### src/rtl/msk_unloader_pkg.sv
// Shared types and sizing helpers for the masked share unloader.
package msk_unloader_pkg;

  typedef enum logic {IDLE = 1'b0, SEND = 1'b1} state_t;

  function automatic int beats_f(input int count, input int w);
    return count / w;
  endfunction

  // Beat counter width: clog2(BEATS), never narrower than one bit.
  function automatic int cnt_w_f(input int count, input int w);
    int b;
    b = count / w;
    return (b > 1) ? $clog2(b) : 1;
  endfunction

endpackage

### src/rtl/msk_share_shift_reg.sv
// Masked block register: load, per-share shift by W with zero fill, or hold.
// Each share slice has its own mux and register, so shares never share a cone.
module msk_share_shift_reg
  import msk_unloader_pkg::*;
#(
  parameter int D     = 2,
  parameter int COUNT = 128,
  parameter int W     = 32
) (
  input  logic                       clk,
  input  logic                       rst_n,
  input  logic                       i_load,
  input  logic                       i_shift,
  input  logic [D-1:0][COUNT-1:0]    i_data,
  output logic [D-1:0][W-1:0]        o_beat
);

  for (genvar j = 0; j < D; j++) begin : g_share
    logic [COUNT-1:0] w_shifted;
    logic [COUNT-1:0] w_next;
    logic [COUNT-1:0] r_sh;

    if (COUNT > W) begin : g_shift
      assign w_shifted = {{W{1'b0}}, r_sh[COUNT-1:W]};
    end else begin : g_noshift
      assign w_shifted = '0;
    end

    // Selects are public handshakes only; data inputs are this share alone.
    always_comb begin
      w_next = r_sh;
      if (i_load)       w_next = i_data[j];
      else if (i_shift) w_next = w_shifted;
    end

    always_ff @(posedge clk or negedge rst_n) begin
      if (!rst_n)                r_sh <= '0;
      else if (i_load | i_shift) r_sh <= w_next;
    end

    assign o_beat[j] = r_sh[W-1:0];
  end

endmodule

### src/rtl/msk_share_unloader.sv
// Streams one masked block out as count/W beats of W sharings, never unmasking.
// Define MSK_UNLOADER_OVERLAP_EN to accept the next block during the last beat.
module msk_share_unloader
  import msk_unloader_pkg::*;
#(
  parameter int d     = 2,
  parameter int count = 128,
  parameter int W     = 32
) (
  input  logic                 clk,
  input  logic                 rst_n,
  input  logic                 in_valid,
  output logic                 in_ready,
  input  logic [count*d-1:0]   in_data,
  output logic                 out_valid,
  input  logic                 out_ready,
  output logic [W*d-1:0]       out_data,
  output logic                 out_last
);

  localparam int BEATS = beats_f(count, W);
  localparam int CW    = cnt_w_f(count, W);
  localparam logic [CW-1:0] LAST_CNT = CW'(BEATS - 1);

  if (count % W != 0) begin : g_bad_cfg
    $error("msk_share_unloader: count must be a multiple of W");
  end

  state_t          r_state;
  logic [CW-1:0]   r_cnt;
  logic            r_out_valid;
  logic            r_out_last;
  logic            w_last;
  logic            w_accept;
  logic            w_fire;

  assign w_last = (r_cnt == LAST_CNT);

`ifdef MSK_UNLOADER_OVERLAP_EN
  assign in_ready = (r_state == IDLE) | ((r_state == SEND) & w_last & out_ready);
`else
  assign in_ready = (r_state == IDLE);
`endif

  assign w_accept  = in_valid & in_ready;
  assign w_fire    = r_out_valid & out_ready;
  assign out_valid = r_out_valid;
  assign out_last  = r_out_last;

  always_ff @(posedge clk or negedge rst_n) begin
    if (!rst_n) begin
      r_state     <= IDLE;
      r_cnt       <= '0;
      r_out_valid <= 1'b0;
      r_out_last  <= 1'b0;
    end else begin
      case (r_state)
        IDLE: if (in_valid) begin
          r_state     <= SEND;
          r_cnt       <= '0;
          r_out_valid <= 1'b1;
          r_out_last  <= (BEATS == 1);
        end
        SEND: if (out_ready) begin
          // An overlapped accept replaces the drained remains and restarts the block.
          if (w_accept) begin
            r_cnt      <= '0;
            r_out_last <= (BEATS == 1);
          end else if (w_last) begin
            r_state     <= IDLE;
            r_cnt       <= '0;
            r_out_valid <= 1'b0;
            r_out_last  <= 1'b0;
          end else begin
            r_cnt      <= r_cnt + 1'b1;
            r_out_last <= ((r_cnt + 1'b1) == LAST_CNT);
          end
        end
        default: r_state <= IDLE;
      endcase
    end
  end

  msk_share_shift_reg #(.D(d), .COUNT(count), .W(W)) u_sreg (
    .clk     (clk),
    .rst_n   (rst_n),
    .i_load  (w_accept),
    .i_shift (w_fire),
    .i_data  (in_data),
    .o_beat  (out_data)
  );

endmodule

### config.mk
export PLATFORM = sky130hd
export DESIGN_NAME = msk_share_unloader
export DESIGN_NICKNAME = d
export VERILOG_FILES = /design/src/rtl/msk_unloader_pkg.sv /design/src/rtl/msk_share_shift_reg.sv /design/src/rtl/msk_share_unloader.sv
export SDC_FILE = /design/constraint.sdc
export NUM_CORES = 1
export LEC_CHECK = 0
export ABC_AREA = 1
export CAP_MARGIN = 20
export CORE_MARGIN = 2
export CORE_UTILIZATION = 50
export CTS_BUF_LIST = sky130_fd_sc_hd__clkbuf_4 sky130_fd_sc_hd__clkbuf_8 sky130_fd_sc_hd__clkbuf_16
export DETAILED_ROUTE_END_ITERATION = 12
export GPL_TIMING_DRIVEN = 0
export PLACE_DENSITY_LB_ADDON = 0.08
export SLEW_MARGIN = 30
export SYNTH_ARGS = -nofsm -noshare
export SYNTH_HDL_FRONTEND = slang
export SYNTH_SLANG_ARGS = --single-unit
export TNS_END_PERCENT = 20
### constraint.sdc
create_clock -name clk -period 1.7 [get_ports clk]
set_input_delay 0.17 -clock clk [delete_from_list [all_inputs] [get_ports clk]]
set_output_delay 0.17 -clock clk [all_outputs]
set_load 0.005 [all_outputs]
==> metrics.yaml <==
timing:
  timing.final.crit_period_ns: 1.671
  worst_slack_ns: 0.02921
  min_period_over_period_pct: 98.28
  fmax_mhz: 598.5
  rsz0062_at_grt: "true"
  setup_viol: 0
  worst_pin_slew_ns: 0.5382
  timing.final.max_slew_violations: 0
  slew_headroom_pct: 64.12
  hold_viol_final: 0
  skew_ns: 0.02851
pwr:
  p_sw_mw: 10.02
  pwr-share-comb_pct: 39.4
  power_leakage_nw: 9.740
  power.total_mw: 28.44
  intPower_mw: 18.42
  p_sw_share_pct: 35.22
  pwr_density_cell_mw_per_mm2: 1554
  power.share.clock_pct: 24.0
  p_seq_share_pct: 36.6
  ir_drop_v: 0.0009691
yosys:
  syn_inst: 1918
  ys_seq_elements: 261
  synth_area_mm2: 0.01345
  yosysWarnings: 0
  synth_top_area_share_pct: 48.55
  yosysTopAreaCell: "dfrtp_1"
  synth_cell_type_count: 15
  seq_area_frac_synth_pct: 48.55
  ys_top_cells_by_area: "dfrtp_1 49%, nand2_1 23%, inv_1 11%"
  synth_nets: 2180
  synth.avg_cell_area_um2: 7.013
setup_path:
  worstSetupEndpointType: "output port"
  cp_data_arrival_time_ns: 1.50
  path_delay_family: "buffers and inverters"
  crit_type: "flop to output port"
  cpPeakStageDelay_ns: 0.45
  required_ns: 1.53
  path_buf_inv: 2
  path_max_fanout: 2
  critPathLaunch: "u_sreg.g_share[0].r_sh[28]"
  regToRegSetupSlack_ns: 0.04
  r2r-start: "out_valid"
  start_kind: "flop"
  critPathSlowestCell: "clkdlybuf4s50_1"
  cp_cell_sequence: "buf_4 -> clkdlybuf4s50_1"
die:
  dieHeight_um: 168.0
  die_w_um: 168.0
  floorplan.initialDensity_pct: 50.47
  num_rows: 60
  dieArea_mm2: 0.02823
  top_level_ports: 327
  core_area_mm2: 0.02665
global_route:
  grt_max_degree: 88
  grtUsageTotal_pct: 27.31
  grt_pass1_vias: 11780
  grt_pass1_wl_mm: 61.20
  antenna_found_initial: 3
  overflow: 0
route:
  drt_iter0_markers: 928
  wl_per_cell_um: 14.43
  wl_mm: 38.16
  via_per_inst: 4.656
  drc: 0
  dr.pass1.iters: 5
  ant_nets: 0
  vias: 12320
clock_network:
  htree_levels: 1
  clock_path_buffers: 3
  clk-insertion-delay-late_ns: 0.56
  cts_sinks: 261
  cts_tree: "done"
  numCtsBuffers: 29
  clk_pin_slew_worst_paths_ns: 0.06
  cts-root-buf: "clkbuf_16"
place:
  placed_cells: 2588
  dpl_worst_slack_ns: -0.3686
  dpl_cell_area_mm2: 0.01723
  io_buffers: 326
  gp_congestion: 0.9181
  dp_hpwl_mm: 28.72
job:
  cap_violations: 0
finish:
  nets: 2542
  final_cell_area_mm2: 0.01831
  final_common_cell: "nand2_1"
  mostFrequentLayoutCells: "838 x nand2_1, 387 x inv_1, 306 x clkdlybuf4s50_1, 260 x dfrtp_1, 207 x o21ai_0"
  fill_cells: 2398
  final_cells: 2645
  layout-drive-gt1-share_pct: 9.774
  syn2layout_area_growth_pct: 36.09
run_status:
  status: "finished clean"
hold_path:
  min_path_type: "input pin to asynchronous set/reset pin"
==> worst reg2reg max path, stage by stage, from the launching register on <==
cell and delay, ns:
dfrtp_1 0.40, nand2_1 0.12, buf_2 0.32, clkbuf_1 0.32
o21ai_0 0.20, nand2_1 0.10, nand2_1 0.05
==> cells by family after synthesis <==
family	after synthesis	share of synthesized area [%]
AOI/OAI and AO/OA	259	9.646
adders and majority gates	2	0.1860
buffers and inverters	551	17.95
DFF	261	48.55
and+or+nand+nor	845	23.66
==> stage by stage <==
step / TNS, ns / utilization [%] / hold WS [ns]
floorplan: 0 / - / -0.1256
global placement: -2857.94 / 64.32 / 0.4624
detailed placement: -66.16 / 64.65 / 0.007017
CTS: 0 / 68.66 / 0.01955
global route: -0.2760 / 68.68 / 0.03640
finish: 0 / 68.69 / 0.02946
==> metal layers <==
layer  GRT usage (%)  routed length [um]  part of all wire (%)
met3           4.866                2783                   7.3
met1           41.30               18130                    48
met2           40.44               16220                    43
met4           7.599                1002                   2.6
met5               0                  12                 0.031
==> final cells by class <==
| cell class | instances | area [um^2] | share of cell area (%) |
|---|---|---|---|
| Sequential cell | 261 | 6533 | 35.68 |
| Multi-Input combinational cell | 1106 | 4516 | 24.67 |
| Timing Repair Buffer | 331 | 3327 | 18.17 |
| Inverter | 389 | 1460 | 7.976 |
| Buffer | 162 | 997.2 | 5.447 |
| Clock buffer | 36 | 803.3 | 4.388 |
| Tap cell | 341 | 426.7 | 2.331 |
| Clock inverter | 17 | 239.0 | 1.305 |
| Antenna cell | 2 | 5.005 | 0.02734 |
==> timing repair <==
| action | CTS | global route |
|---|---|---|
| setup endpoints to repair | 130 | 218 |
| resized for setup | 14 | 45 |
| endpoints found under the hold margin | 174 | 0 |
| setup buffers | 1 | 0 |
| hold buffers | 1 | 0 |
==> power groups by stage <==
stage               Combinational [mW]  Clock (mW)  Sequential (mW)
CTS                               11.2        6.89             10.4
detailed placement                11.1           0             10.5
global placement                  10.8           0             10.4
finish                            11.2        6.83             10.4
global route                      12.7        7.19             10.7
floorplan                         6.85           0             10.1
==> Yosys cell counts <==
cell type	n
nand2_2	1
clkbuf_1	30
ha_1	2
nand3_1	5
nor2_2	1
o21ai_1	48
o21ai_0	210
o22ai_1	1
nand2_1	838
buf_2	55
inv_2	2
buf_4	74
dfrtp_1	261
buf_1	3
inv_1	387
==> state kept, by name, indices dropped and copies added, names as in the netlist <==
signal	cells
u_sreg.g_share.r_sh	256
out_valid	1
out_last	1
r_state	1
r_cnt	2
==> final timing paths <==
| kind | cells after the start | end |
|---|---|---|
| setup / recovery | 2 | out_data[28] |
| hold / removal | 2 | u_sreg.g_share[0].r_sh[110] |
| setup reg to reg | 6 | u_sreg.g_share[1].r_sh[33] |
| hold reg to reg | 2 | u_sreg.g_share[1].r_sh[54] |
| max in group asynchronous | 4 | u_sreg.g_share[1].r_sh[16] |
| min in group clk | 3 | u_sreg.g_share[1].r_sh[122] |
Power figures use the tool's default switching activity.
